===== src/rtl/mem_pkg.sv =====
// Shared types and widths for the memory issue queue and its op buffer.
package mem_pkg;
  localparam int ADDR_W = 2;
  localparam int DATA_W = 3;
  localparam int ROB_W  = 2;

  typedef struct packed {
    logic              is_store;
    logic [ADDR_W-1:0] addr;
    logic [DATA_W-1:0] data;
    logic [ROB_W-1:0]  rob_idx;
  } mem_op_t;

  typedef enum logic [1:0] {IDLE, ISSUE, WAIT, RESP} miq_state_t;
endpackage


===== src/rtl/mem_op_fifo.sv =====
// Circular buffer of pending memory ops; flush drops every unissued entry.
module mem_op_fifo
  import mem_pkg::*;
#(
  parameter int DEPTH = 4,
  parameter int CNT_W = $clog2(DEPTH+1)
) (
  input  logic             clk,
  input  logic             rst_n,
  input  logic             push,
  input  logic             pop,
  input  logic             flush,
  input  mem_op_t          push_op,
  output mem_op_t          head_op,
  output logic [CNT_W-1:0] count,
  output logic             full,
  output logic             empty
);
  localparam int PTR_W = $clog2(DEPTH);

  mem_op_t          entries [DEPTH];
  logic [PTR_W-1:0] head;
  logic [PTR_W-1:0] tail;

  always_ff @(posedge clk or negedge rst_n) begin
    if (!rst_n) begin
      head  <= '0;
      tail  <= '0;
      count <= '0;
    end else if (flush) begin
      head  <= tail;
      count <= '0;
    end else begin
      if (push) tail <= tail + 1'b1;
      if (pop)  head <= head + 1'b1;
      case ({push, pop})
        2'b10:   count <= count + 1'b1;
        2'b01:   count <= count - 1'b1;
        default: ;
      endcase
    end
  end

  // Storage needs no reset; validity is tracked by count.
  always_ff @(posedge clk) begin
    if (push && !flush) entries[tail] <= push_op;
  end

  assign head_op = entries[head];
  assign full    = (count == CNT_W'(DEPTH));
  assign empty   = (count == '0);
endmodule


===== src/rtl/mem_issue_queue.sv =====
// In-order load/store issue queue in front of the memory unit, one op in flight.
// Optional performance counters are enabled by defining MEM_ISSUE_PERF_EN.
module mem_issue_queue
  import mem_pkg::*;
#(
  parameter int DEPTH = 4,
  parameter int CNT_W = $clog2(DEPTH+1)
) (
  input  logic              clk,
  input  logic              rst_n,
  input  logic              enq_valid,
  output logic              enq_ready,
  input  logic              enq_is_store,
  input  logic [ADDR_W-1:0] enq_addr,
  input  logic [DATA_W-1:0] enq_data,
  input  logic [ROB_W-1:0]  enq_rob_idx,
  input  logic              flush,
  output logic              mem_start_read,
  output logic              mem_start_write,
  output logic [ADDR_W-1:0] mem_addr,
  output logic [DATA_W-1:0] mem_write_data,
  output logic [ROB_W-1:0]  mem_rob_idx,
  input  logic              mem_busy,
  input  logic              mem_done,
  input  logic [DATA_W-1:0] mem_read_data,
  input  logic [ROB_W-1:0]  mem_rob_idx_done,
  output logic              wb_valid,
  input  logic              wb_ready,
  output logic [ROB_W-1:0]  wb_rob_idx,
  output logic [DATA_W-1:0] wb_data,
  output logic              wb_is_store,
  output logic [CNT_W-1:0]  count,
  output logic              empty
`ifdef MEM_ISSUE_PERF_EN
  ,
  output logic [7:0]        perf_loads,
  output logic [7:0]        perf_stores,
  output logic [7:0]        perf_full_stall
`endif
);
  miq_state_t state, state_nxt;
  mem_op_t    head_op;
  mem_op_t    enq_op;
  logic       full;
  logic       issue;
  logic       capture;
  logic       release_wb;
  logic       op_is_store;
  logic       kill;

  assign enq_op    = '{is_store: enq_is_store, addr: enq_addr, data: enq_data, rob_idx: enq_rob_idx};
  assign enq_ready = !full;

  mem_op_fifo #(.DEPTH(DEPTH), .CNT_W(CNT_W)) u_fifo (
    .clk     (clk),
    .rst_n   (rst_n),
    .push    (enq_valid && enq_ready),
    .pop     (issue),
    .flush   (flush),
    .push_op (enq_op),
    .head_op (head_op),
    .count   (count),
    .full    (full),
    .empty   (empty)
  );

  always_ff @(posedge clk or negedge rst_n) begin
    if (!rst_n) state <= IDLE;
    else        state <= state_nxt;
  end

  always_comb begin
    state_nxt  = state;
    issue      = 1'b0;
    capture    = 1'b0;
    release_wb = 1'b0;
    case (state)
      IDLE: if (!empty && !mem_busy && !flush) begin
        issue     = 1'b1;
        state_nxt = ISSUE;
      end
      ISSUE: state_nxt = WAIT;
      WAIT: if (mem_done) begin
        capture   = 1'b1;
        state_nxt = RESP;
      end
      RESP: if (wb_ready) begin
        release_wb = 1'b1;
        state_nxt  = IDLE;
      end
      default: state_nxt = IDLE;
    endcase
  end

  always_ff @(posedge clk or negedge rst_n) begin
    if (!rst_n) begin
      mem_start_read  <= 1'b0;
      mem_start_write <= 1'b0;
      mem_addr        <= '0;
      mem_write_data  <= '0;
      mem_rob_idx     <= '0;
      op_is_store     <= 1'b0;
      kill            <= 1'b0;
      wb_valid        <= 1'b0;
      wb_rob_idx      <= '0;
      wb_data         <= '0;
      wb_is_store     <= 1'b0;
    end else begin
      mem_start_read  <= issue && !head_op.is_store;
      mem_start_write <= issue && head_op.is_store;
      if (issue) begin
        mem_addr       <= head_op.addr;
        mem_write_data <= head_op.data;
        mem_rob_idx    <= head_op.rob_idx;
        op_is_store    <= head_op.is_store;
      end
      // A flush seen any time while the op is in flight kills its data.
      if (release_wb)
        kill <= 1'b0;
      else if (flush && (state == ISSUE || state == WAIT))
        kill <= 1'b1;
      if (capture) begin
        wb_valid    <= 1'b1;
        wb_rob_idx  <= mem_rob_idx_done;
        wb_is_store <= op_is_store;
        wb_data     <= (op_is_store || kill || flush) ? '0 : mem_read_data;
      end else if (release_wb) begin
        wb_valid <= 1'b0;
      end
    end
  end

`ifdef MEM_ISSUE_PERF_EN
  always_ff @(posedge clk or negedge rst_n) begin
    if (!rst_n) begin
      perf_loads      <= '0;
      perf_stores     <= '0;
      perf_full_stall <= '0;
    end else begin
      if (issue && !head_op.is_store && perf_loads != 8'hFF)
        perf_loads <= perf_loads + 1'b1;
      if (issue && head_op.is_store && perf_stores != 8'hFF)
        perf_stores <= perf_stores + 1'b1;
      if (enq_valid && !enq_ready && perf_full_stall != 8'hFF)
        perf_full_stall <= perf_full_stall + 1'b1;
    end
  end
`endif
endmodule


===== config.mk =====
export PLATFORM = sky130hd
export DESIGN_NAME = mem_issue_queue
export DESIGN_NICKNAME = d
export VERILOG_FILES = /design/src/rtl/mem_pkg.sv /design/src/rtl/mem_op_fifo.sv /design/src/rtl/mem_issue_queue.sv
export SDC_FILE = /design/constraint.sdc
export NUM_CORES = 1
export LEC_CHECK = 0
export ABC_AREA = 1
export BUFFER_PORTS_ARGS = -buffer_cell sky130_fd_sc_hd__buf_2
export CELL_PAD_IN_SITES_DETAIL_PLACEMENT = 1
export CELL_PAD_IN_SITES_GLOBAL_PLACEMENT = 2
export CORE_ASPECT_RATIO = 1.4
export CORE_MARGIN = 2
export CORE_UTILIZATION = 36
export CTS_CLUSTER_SIZE = 24
export DETAILED_ROUTE_END_ITERATION = 7
export PLACE_DENSITY = 0.78
export REMOVE_ABC_BUFFERS = 1
export SLEW_MARGIN = 40
export SYNTH_ARGS = -nofsm -noshare
export SYNTH_HDL_FRONTEND = slang
export SYNTH_SLANG_ARGS = --single-unit

===== constraint.sdc =====
create_clock -name clk -period 2.2 [get_ports clk]
set_clock_uncertainty 0.15 [all_clocks]
set_input_delay 0.22 -clock clk [delete_from_list [all_inputs] [get_ports clk]]
set_output_delay 0.22 -clock clk [all_outputs]
set_load 0.005 [all_outputs]

==> results.txt, run 1 <==
The flow ran to the end, and the final reports show no timing, DRC or antenna violations. The antenna violation net count after detailed routing came out at 0. The fraction of the cycle the final worst path needs came out at 90.18%. The clock transition at the registers of the reported paths is 70 ps. Dividing the detail-routed wire length by the instance count gives 14.15 microns.

The number of global-route vias before repair is 1956. Cells fill 46.48% of the core in the end. The filler cells instantiated in the layout total 787. The number of antenna violations at the first check in global routing was 0.

In this run the cell area of the synthesized design comes to 2549 sq um. The clock period could shrink to 1984 ps. The number of clock sinks seen by CTS is 59. The filler-free cell count of the finished design came out at 399. Counting distinct cell types in the post-synthesis netlist gives 27.

The final max-slew violation count is 0. By area, the combinational part of the netlist is dominated by simple AND/OR/NAND/NOR gates. The width of the chip came out at 75.11 microns. The pre-antenna-repair detailed-routing pass consisted of 4 iterations. The number of buffers created by CTS is 9.

The number of top-level pins is 41. The final total negative setup slack is 0 ps. The number of flops mapped to enable cells by yosys came out at 32.

The portion of synthesized area spent on multiplexers is 0%. The share of flip-flops with an asynchronous set or reset is 45.76%. The residual overflow from global routing came out at 0. The synthesized design spends more area on one cell type than any other, namely sky130_fd_sc_hd__edfxtp_1. The prevailing post-synth register cell is sky130_fd_sc_hd__edfxtp_1. The adder and majority gate portion of the synthesized area is 4.713%. Counting every instance in the synthesized netlist gives 233. The worst setup path is captured at a flip-flop. The final route contains 1870 vias. The count of max-cap constraint violations is 0. The data required time at the worst endpoint is 2280 ps. The worst-skew pair later-pin latency came out at 340 ps. The global-route wire length before repair is 9487 microns. The placed instances occupy a cell area of 2879 sq um. The number of hold violations in the final report came out at 0. The register bit count reported by yosys came out at 59. In this run the most used layer during global routing was met2. By area the synthesized netlist is led by sky130_fd_sc_hd__edfxtp_1 (38%), sky130_fd_sc_hd__dfrtp_1 (27%), sky130_fd_sc_hd__nand2_1 (7.2%).

Setup repair after global routing left no endpoint under its margin. The met1 routing resource usage after global routing came out at 19.88%. At the end of routability-driven placement, the weighted congestion stood at 0.7244. The leakage power summed over all cells is 1.456 nW. The buffer depth of the longest clock path came out at 2. Global routing used 16.52% of the available tracks across all layers. For met3 alone, demand over resource in global routing was 3.891%. The deepest level of the CTS H-tree came out at 3.

The simple-gate share of the synthesized area is 16.54%. The count of synthesis-stage warnings from yosys is 0. The number of placed instances, taps included, is 369.

The die area came out at 7778 sq um. The average vias per placed instance is 4.687. The number of standard-cell rows in the floorplan came out at 36. Setup violations remaining at the end of the flow were counted as 0. The die boundary height is 103.6 microns. The clock tree root buffer cell is sky130_fd_sc_hd__clkbuf_8. At the worst endpoint, the arrival time is 2060 ps. The mean post-synth cell area is 10.94 sq um. The post-synthesis compound-gate area fraction came out at 9.033%. The starting DRC count in detailed routing came out at 59. STA classifies the critical path startpoint as a flip-flop. The core region area is 6892 sq um. The XOR/XNOR share of the synthesized area is 0.6873%.

TritonCTS built the clock tree. The total routed wirelength is 5646 microns. The count of buffers added on input and output ports is 40. Hold timing on the final database bottoms out at a slack of 19.25 ps. Entering global routing, the biggest net connects 28 pins. The sequential area share after synthesis came out at 64.21%.

The worst IR drop on VDD is 650.5 uV. The met2 routing resource usage after global routing came out at 27.19%. The antenna diode count came out at 0. The power per cell area came out at 1098 nW/um^2. The final net count came out at 328. The maximum fanout count along the critical path is 4. The fraction of final layout cells with drive strength greater than 1 is 26.32%. The DRC violations left came out at 0. Static timing analysis puts the maximum clock frequency at 504.0 MHz. The synthesis-to-finish area growth is 25.67%.

The initial core utilization came out at 36.98%. The final standard cell area without fillers came out at 3203 sq um. The detailed placer's ending HPWL came out at 3860 microns.

The slew at the pin with the worst max-slew slack is 649.1 ps. The category of the most critical setup path is reg2reg. The worst relative slew slack is 56.72%.

The worst min-delay path category is in2reg. The top-area cell type share of the netlist area is 37.70%.
-- report_power, final --
part | leakage [nW] | total [mW] | internal (mW) | switching (mW)
Clock | 0.0844 | 0.908 | 0.425 | 0.483
Sequential | 0.632 | 1.58 | 1.42 | 0.152
Combinational | 0.739 | 1.03 | 0.415 | 0.615
Total | 1.46 | 3.52 | 2.26 | 1.25
-- placed cells by master (no fill, tap or decap), drive strengths merged --
cell type / netlist / final
clkbuf: 1 / 9
nand2: 55 / 55
inv: 23 / 26
nand3b: 1 / 1
dfrtp: 27 / 27
clkinvlp: 0 / 3
buf: 4 / 46
clkinv: 0 / 1
nor2: 34 / 34
xor2: 2 / 2
edfxtp: 32 / 32
nand3: 7 / 7
a32o: 3 / 3
o21ai: 23 / 23
o211ai: 1 / 1
fa: 1 / 1
o22ai: 8 / 8
dlygate4sd3: 0 / 14
a21oi: 3 / 3
ha: 8 / 8
-- logic make-up (layout without fill, tap and decap cells) --
group | after synthesis | after routing
AND/OR/NAND/NOR | 97 | 97
buffers and inverters | 28 | 99
adder cells (fa/ha/maj) | 9 | 9
flip-flops | 59 | 59
AO/OA/AOI/OAI | 38 | 38
XOR/XNOR | 2 | 2
-- through the flow --
step / setup WS [ps] / power (mW)
after floorplan: 257.9 / 2.211
after global placement: 275.3 / 2.602
after detailed placement: 223.0 / 2.639
after CTS: 198.4 / 3.580
after global routing: 59.23 / 3.809
final: 216.1 / 3.515
-- final cells by class --
class	count	area (sq um)	area share (%)
clock inverter	7	60.06	1.875
sequential	59	1637	51.09
tap	95	118.9	3.711
timing repair buffer	60	385.4	12.03
inverter	23	88.84	2.773
clock buffer	9	123.9	3.867
multi-input combinational	146	789.5	24.65
-- path summary, 6_finish.rpt --
kind | endpoint | cells past startpoint | startpoint | slack (ps)
worst max-delay path | u_fifo.count[2]$_DFFE_PN0P_ | 10 | u_fifo.count[1]$_DFFE_PN0P_ | 220
worst min-delay path | wb_valid$_DFFE_PN0P_ | 4 | wb_ready | 20
worst max register to register | u_fifo.count[2]$_DFFE_PN0P_ | 10 | u_fifo.count[1]$_DFFE_PN0P_ | 220
worst min register to register | wb_valid$_DFFE_PN0P_ | 2 | wb_valid$_DFFE_PN0P_ | 320
max in group asynchronous | state[0]$_DFFE_PN0P_ | 2 | rst_n | 1190
min in group asynchronous | mem_write_data[1]$_DFFE_PN0P_ | 2 | rst_n | 290
-- flip-flops by register name, indices dropped and copies added, names as in the netlist --
register,cells
kill,1
mem_addr,2
mem_rob_idx,2
mem_start_read,1
mem_start_write,1
mem_write_data,3
op_is_store,1
state,2
u_fifo.count,3
u_fifo.entries,32
u_fifo.head,2
u_fifo.tail,2
wb_data,3
wb_is_store,1
wb_rob_idx,2
wb_valid,1
-- Yosys cell counts (3+ instances only) --
library cell,count
sky130_fd_sc_hd__a32o_1,3
sky130_fd_sc_hd__dfrtp_1,27
sky130_fd_sc_hd__edfxtp_1,32
sky130_fd_sc_hd__ha_1,8
sky130_fd_sc_hd__inv_1,18
sky130_fd_sc_hd__inv_2,4
sky130_fd_sc_hd__nand2_1,49
sky130_fd_sc_hd__nand2_2,6
sky130_fd_sc_hd__nand3_1,6
sky130_fd_sc_hd__nor2_1,31
sky130_fd_sc_hd__o21ai_0,19
sky130_fd_sc_hd__o21ai_1,4
sky130_fd_sc_hd__o22ai_1,8
-- per-layer routing --
metal	part of all wire [%]	wire, microns
met5	0	0
met1	43	2401
met3	3.8	212
met2	52	2933
met4	1.7	98
-- critical path, stage by stage, from the launching register on --
cell	delay (ps)
sky130_fd_sc_hd__dfrtp_1	440
sky130_fd_sc_hd__nor2_2	220
sky130_fd_sc_hd__nand2_2	110
sky130_fd_sc_hd__nand3_4	80
sky130_fd_sc_hd__nor2_4	50
sky130_fd_sc_hd__fa_1	370
sky130_fd_sc_hd__xor2_1	180
sky130_fd_sc_hd__nand3b_1	130
sky130_fd_sc_hd__nand2_1	50
sky130_fd_sc_hd__nand2_1	60
sky130_fd_sc_hd__nand2_1	40
-- repair_timing --
item                      CTS  global route
resized for setup           0             0
hold buffers               14             0
hold endpoints to repair   64             0
setup buffers               0             0
Power figures use the tool's default switching activity.
==> run 2: changes to the inputs <==
Settings changed: RECOVER_POWER set to 25.
==> results.txt, run 2 (synthesized netlist as in run 1, its figures left out) <==
The width of the chip is 75.11 microns. TritonCTS built the clock tree. The final net count is 328.

The detailed placer's ending HPWL is 3860 microns. The first global-routing pass estimated 9487 microns of wire. The floorplan step defined a die boundary enclosing 7778 sq um. The core region area is 6892 sq um. The checks that failed: capacitance limit, slew limit.

The leakage power summed over all cells is 1.431 nW. The largest stage delay on the critical path came out at 440 ps. Counting flops per register, the top entry is u_fifo.entries.

The detailed router finished its first iteration with 58 violations. After detailed routing, the total wire length is 5665 microns. Based on the critical path, the design can be clocked at up to 504.1 MHz. For the worst setup path, the data arrival time is 2060 ps. The antenna diode count is 0. After clock tree synthesis, the repair step resized 0 gates. The number of buffers created by CTS is 9.

The setup-violating endpoint count in the final report came out at 0. The flow ran to the end, but the final reports show violations. The hold path startpoint is wb_ready. The number of hold violations in the final report is 0. The register-to-register setup slack came out at 220 ps. In this run the critical register-to-register path is captured at u_fifo.count[2]$_DFFE_PN0P_. In this run the deepest clock path goes through 2 buffers. The depth of the most critical reg-to-reg path came out at 10.

The sort of element at the end of the critical path is a flip-flop. Entering global routing, the biggest net connects 28 pins. The synthesis-to-finish area growth came out at 25.23%. The routed length per placed instance is 14.20 microns. The hold-critical path depth is 4. The count of max-cap constraint violations came out at 1. In this run the post-CTS setup repair buffer count came out at 0. The antenna violation net count after detailed routing came out at 0. The worst relative slew slack came out at -4.500%. Row generation in the floorplan step produced 36 rows. Leaving out fill and tap cells, the most frequent cells in the layout are sky130_fd_sc_hd__nand2_1 (49), sky130_fd_sc_hd__edfxtp_1 (32), sky130_fd_sc_hd__nor2_1 (31), sky130_fd_sc_hd__buf_2 (31), sky130_fd_sc_hd__dfrtp_1 (27). After detailed placement, the design holds a cell count of 369. The total number of vias came out at 1871.

At the worst endpoint, the required time is 2280 ps. The flip-flop count of the largest register, all copies and words added came out at 32. Among the stages of the critical path, the cell type that occurs most often is sky130_fd_sc_hd__nand2_1. The type of origin of the critical path is a flip-flop. Setup repair after global routing left no endpoint under its margin. The maximum fanout count along the critical path came out at 4.

The fraction of the cycle the final worst path needs came out at 90.18%. At the end of routability-driven placement, the weighted congestion stood at 0.7244. The most common cell after layout, fill and taps aside is sky130_fd_sc_hd__nand2_1.

For the pin with the worst max-slew slack, the measured transition is 1568 ps. The worst IR drop on VDD came out at 665.7 uV. The filler-free cell count of the finished design is 399. The power per cell area came out at 1100 nW/um^2. The die boundary height came out at 103.6 microns.

The number of top-level pins is 41. The clock transition at the registers of the reported paths came out at 70 ps. The startpoint of the worst-slack reg-to-reg timing path is u_fifo.count[1]$_DFFE_PN0P_. The final total negative setup slack came out at 0 ps.

Port buffering added 40 buffers. The average vias per placed instance is 4.689. The DRC violations left came out at 0.

The final max-slew violation count is 28. The critical path goes through nor2_2, nand2_2, nand3_4, nor2_4, fa_1, xor2_1, nand3b_1, nand2_1, nand2_1, nand2_1. The clock tree root buffer cell is sky130_fd_sc_hd__clkbuf_8. The number of antenna violations at the first check in global routing is 0. The residual overflow from global routing came out at 0. The tightest min-delay check is of the in2reg type. The largest individual stage delay along the critical path comes from the cell sky130_fd_sc_hd__dfrtp_1. The deepest level of the CTS H-tree came out at 3. The number of global-route vias before repair came out at 1956. The initial core utilization is 36.98%. For this design, the sink count on the clock tree is 59. The total routing resource utilization after global routing is 16.52%.

The worst-skew pair later-pin latency is 340 ps. The category of the most critical setup path is reg2reg. In the final layout, the share of cells above drive strength 1 is 23.36%.

The worst path in the final design needs a cycle of 1984 ps, including I/O delays and setup. The first detailed-routing pass took 4 iterations. The path with the worst hold slack has its endpoint at wb_valid$_DFFE_PN0P_.
run 2: worst max-delay path by stage:
stage	startpoint	to	cells past startpoint	slack, ps
after CTS	u_fifo.count[1]$_DFFE_PN0P_	u_fifo.count[2]$_DFFE_PN0P_	10	200
after detailed placement	u_fifo.count[1]$_DFFE_PN0P_	u_fifo.count[2]$_DFFE_PN0P_	10	220
final	u_fifo.count[1]$_DFFE_PN0P_	u_fifo.count[2]$_DFFE_PN0P_	10	220
after floorplan	u_fifo.count[1]$_DFFE_PN0P_	u_fifo.count[2]$_DFFE_PN0P_	10	260
after global routing	rst_n	mem_addr[1]$_DFFE_PN0P_	2	50
after global placement	u_fifo.count[1]$_DFFE_PN0P_	u_fifo.count[2]$_DFFE_PN0P_	10	280
run 2: timing repair:
action | in CTS | in global routing
endpoints found under the hold margin | 64 | 0
endpoints found under the setup margin | 0 | 0
hold buffers | 14 | 0
run 2: metal layers:
layer / up-vias / wire length (microns) / GRT usage [%]
li1: 907 / - / -
met1: 918 / 2457 / 19.88
met2: 38 / 2919 / 27.19
met3: 8 / 200 / 3.891
met4: 0 / 89 / 7.526
met5: - / 0 / 0
run 2: worst max-delay path: cells and delay by family, from the launching register on:
family	cells	cell delay, ps
simple gates	8	740
flops	1	440
fa+ha+maj	1	370
xor+xnor	1	180
run 2: layout make-up:
type                            count  area, sq um
Clock buffer                        9        123.9
Clock inverter                      7        60.06
Fill cell                         790         3700
Inverter                           23        88.84
Multi-Input combinational cell    146        789.5
Sequential cell                    59         1637
Tap cell                           95        118.9
Timing Repair Buffer               60        374.1
run 2: metrics by stage:
step	hold WS, ps	total power, mW	worst slack, ps	instance area [sq um]	util [%]
floorplan	-225.6	2.211	257.9	2515	-
global placement	136.2	2.602	275.3	2879	41.78
detailed placement	148.2	2.639	223.0	2879	41.78
CTS	12.46	3.580	198.4	3203	46.48
global route	48.43	3.807	47.01	3192	46.31
finish	21.12	3.512	216.1	3192	46.31
run 2: report_power, final:
part           internal, mW  switching [mW]
registers              1.42           0.152
logic                 0.413           0.616
clock network         0.425           0.482
total                  2.26            1.25
==> run 3: changes to the inputs <==
Settings changed: ABC_AREA 1 to unset, CORE_UTILIZATION 36 to 39, PLACE_DENSITY 0.78 to 0.77.
==> results.txt, run 3 <==
The buffer depth of the longest clock path is 2. The filler cell count in the final layout is 606. The routed length per placed instance is 16.99 microns. The worst relative slew slack is 56.45%. Yosys printed 0 warnings.

The die covers 7045 sq um. The slew at the pin with the worst max-slew slack is 653.2 ps. OpenSTA, run right after detailed placement, puts the worst setup slack at -293.1 ps. After the last flow step, the layout net total stands at 264.

The signal arrival time at the worst endpoint is 2320 ps. The number of hold violations in the final report was 0. Of the total power, the share spent switching nets is 26.55%.

The sequential area share after synthesis came out at 65.76%. The synthesized design spends more area on one cell type than any other, namely sky130_fd_sc_hd__edfxtp_1. From bottom edge to top edge, the die measures 98.52 microns. The area of placed instances is 2952 sq um. The leakage power summed over all cells came out at 1.430 nW. The starting DRC count in detailed routing came out at 62.

The flip-flop count of the largest register, all copies and words added is 32. The number of standard-cell rows in the floorplan came out at 34. The category of the most critical setup path is reg2reg. The DRC violations left came out at 0. The clock transition at the registers of the reported paths came out at 70 ps. The proportion of power drawn by flip-flops and latches is 39.9%.

The prevailing post-synth register cell is sky130_fd_sc_hd__edfxtp_1. For this configuration, the core starts out at a cell density of 40.07%. After layout, the worst path uses 102.5% of the clock period. The number of global-route vias before repair is 1765. The number of clock sinks seen by CTS came out at 59. The dominant cell by count in the synthesized netlist is sky130_fd_sc_hd__edfxtp_1.

The checks that failed: setup timing. The flow ran to the end, but the final reports show violations. The number of detailed-route iterations in the first pass came out at 4. The maximum fanout count along the critical path is 2. The clock network is responsible for 31.9% of the overall power. The final cell utilization of the core is 54.45%. The worst IR drop on VDD is 680.8 uV.

The setup-violating endpoint count in the final report is 1. For the worst-skew pair, the clock arrives at the later sink with an insertion delay of 330 ps. After synthesis the netlist holds a flip-flop and latch count of 59. The internal cell power is 2.922 mW. The global-route wire length before repair is 8797 microns. The global routing stage identified its most utilized layer as met2. The antenna violation net count after detailed routing came out at 0.

The commonest cells after synthesis are sky130_fd_sc_hd__edfxtp_1 (32), sky130_fd_sc_hd__dfrtp_1 (27), sky130_fd_sc_hd__nand2_1 (13). Setup repair after global routing could not meet its margin everywhere. The number of antenna diodes in the final layout is 0. The type of origin of the critical path is a flip-flop. The largest stage delay on the critical path is 410 ps. Including well taps, the total number of placed cells is 281. After synthesis, the share of flip-flops with an asynchronous set or reset is 45.76%.

The finished cells cover 3382 sq um. The synthesis-to-finish area growth came out at 35.90%. The final max-slew violation count came to 0. Traced cell by cell, the critical path runs through or3_4, nand3_4, a21oi_4, fa_2, nor4b_4, a32oi_2, mux2_4. The number of flops mapped to enable cells by yosys came out at 32. The fraction of power consumed by combinational cells came out at 28.3%.

The final total negative setup slack came out at -55.85 ps. The worst hold-check slack came out at 176.9 ps. Leaving out fill and tap cells, the most frequent cells in the layout are sky130_fd_sc_hd__buf_2 (33), sky130_fd_sc_hd__edfxtp_1 (32), sky130_fd_sc_hd__dfrtp_1 (27), sky130_fd_sc_hd__dlygate4sd3_1 (15), sky130_fd_sc_hd__buf_4 (15). The minimum clock period after layout is 2256 ps. The min-delay analysis places its worst path in the category in2reg.

The worst setup path is captured at a flip-flop. The switching power of the nets is 1.056 mW. The cell family contributing the most delay on the critical path is simple AND/OR/NAND/NOR gates. The clock tree root buffer cell is sky130_fd_sc_hd__clkbuf_8. For this design the ratio of total power to cell area is 1176 nW/um^2. After detailed routing, the total wire length is 5300 microns. From left edge to right edge, the die measures 71.51 microns. The overall power of the completed layout is 3.978 mW. The met2 routing resource usage after global routing is 29.34%.

The count of max-cap constraint violations came out at 0. The top-area cell type share of the netlist area is 38.61%. The maximum number of pins on one net before global-route repair is 28. The floorplan step defined a core boundary enclosing 6211 sq um. Global routing used 16.88% of the available tracks across all layers. Once detailed placement completed, the half-perimeter wirelength came to 3616 microns. The final estimated routing congestion in global placement is 0.8316. The combined buffer and inverter count along the critical path came out at 0. The met1 routing resource usage after global routing came out at 19.22%.

The number of distinct library cells after synthesis came out at 35. Global routing used 3.067% of the available met3 tracks. The fmax is 443.3 MHz. The mean post-synth cell area is 16.16 sq um. The post-synthesis instance area is 2489 sq um. The detailed router placed 1561 vias in this run. Sorting the synthesized cells by area gives the leading types as sky130_fd_sc_hd__edfxtp_1 (39%), sky130_fd_sc_hd__dfrtp_1 (27%), sky130_fd_sc_hd__mux4_2 (7.2%). During placement, the flow inserted port buffers numbering 40. Leaving out fill and tap cells, the most frequent cell in the layout is sky130_fd_sc_hd__buf_2. The data required time at the worst endpoint came out at 2270 ps.

The residual overflow from global routing is 0. For this design, the slowest cell found on the critical path is sky130_fd_sc_hd__or3_4. The number of antenna violations at the first check in global routing came out at 0.

Once layout is complete, the cells apart from fillers number 312. In this run, CTS created clock tree buffers numbering 9. TritonCTS built the clock tree.

The fraction of final layout cells with drive strength greater than 1 came out at 40.42%. The gate count of the mapped netlist is 154. The average vias per placed instance is 5.003. Counting flops per register, the top entry is u_fifo.entries. The number of top-level pins came out at 41. Once routing completed, OpenROAD measured the worst setup slack at -55.85 ps. The clock tree synthesis step divided the H-tree into 3 levels.
[run 3: cells by family after synthesis]
group / synth area share, %
simple gates: 8.798
buf+inv: 1.709
xor+xnor: 1.408
mux: 14.53
flops: 65.76
compound gates: 2.966
fa+ha+maj: 4.827
[run 3: worst paths after layout]
| path | endpoint | depth (start not counted) | from | slack [ps] |
|---|---|---|---|---|
| worst min-delay path | u_fifo.head[0]$_DFFE_PN0P_ | 3 | flush | 180 |
| worst max register to register | u_fifo.count[2]$_DFFE_PN0P_ | 7 | u_fifo.count[2]$_DFFE_PN0P_ | -60 |
| max in group asynchronous | wb_valid$_DFFE_PN0P_ | 2 | rst_n | 1170 |
| worst max-delay path | u_fifo.count[2]$_DFFE_PN0P_ | 7 | u_fifo.count[2]$_DFFE_PN0P_ | -60 |
| worst min register to register | wb_valid$_DFFE_PN0P_ | 2 | wb_valid$_DFFE_PN0P_ | 320 |
| min in group asynchronous | state[0]$_DFFE_PN0P_ | 2 | rst_n | 290 |
[run 3: layout make-up]
cell class              instances  area, sq um  area share [%]
clock buffers                  11        131.4           3.885
clock inverters                 5        125.1           3.700
inverters                       6        22.52          0.6659
multi-input cells              85        842.1           24.90
flip-flops and latches         59         1637           48.39
well taps                      72        90.09           2.664
repair buffers                 74        534.3           15.80
[run 3: power groups by stage]
| stage | logic [mW] | registers [mW] | clock network, mW |
|---|---|---|---|
| after floorplan | 0.569 | 1.62 | 0 |
| after global placement | 1.06 | 1.59 | 0 |
| after detailed placement | 1.11 | 1.61 | 0 |
| after CTS | 1.15 | 1.60 | 1.30 |
| after global routing | 1.26 | 1.63 | 1.35 |
| final | 1.12 | 1.59 | 1.27 |
[run 3: repair_timing]
| item | CTS | global route |
|---|---|---|
| hold buffers | 15 | 0 |
| hold endpoints to repair | 65 | 0 |
| buffers inserted | 0 | 0 |
| gates resized for setup | 4 | 2 |
| pin swaps | 5 | 3 |
| setup endpoints to repair | 1 | 25 |
[run 3: tightest hold or removal path, cell delays in order]
cell and delay (ps):
sky130_fd_sc_hd__buf_2 100, sky130_fd_sc_hd__buf_4 200, sky130_fd_sc_hd__o21ai_1 90
[run 3: layer usage]
metal,up-vias,share of wire [%]
li1,720,-
met4,0,2.8
met3,14,4.1
met1,783,40
met2,44,53
met5,-,0
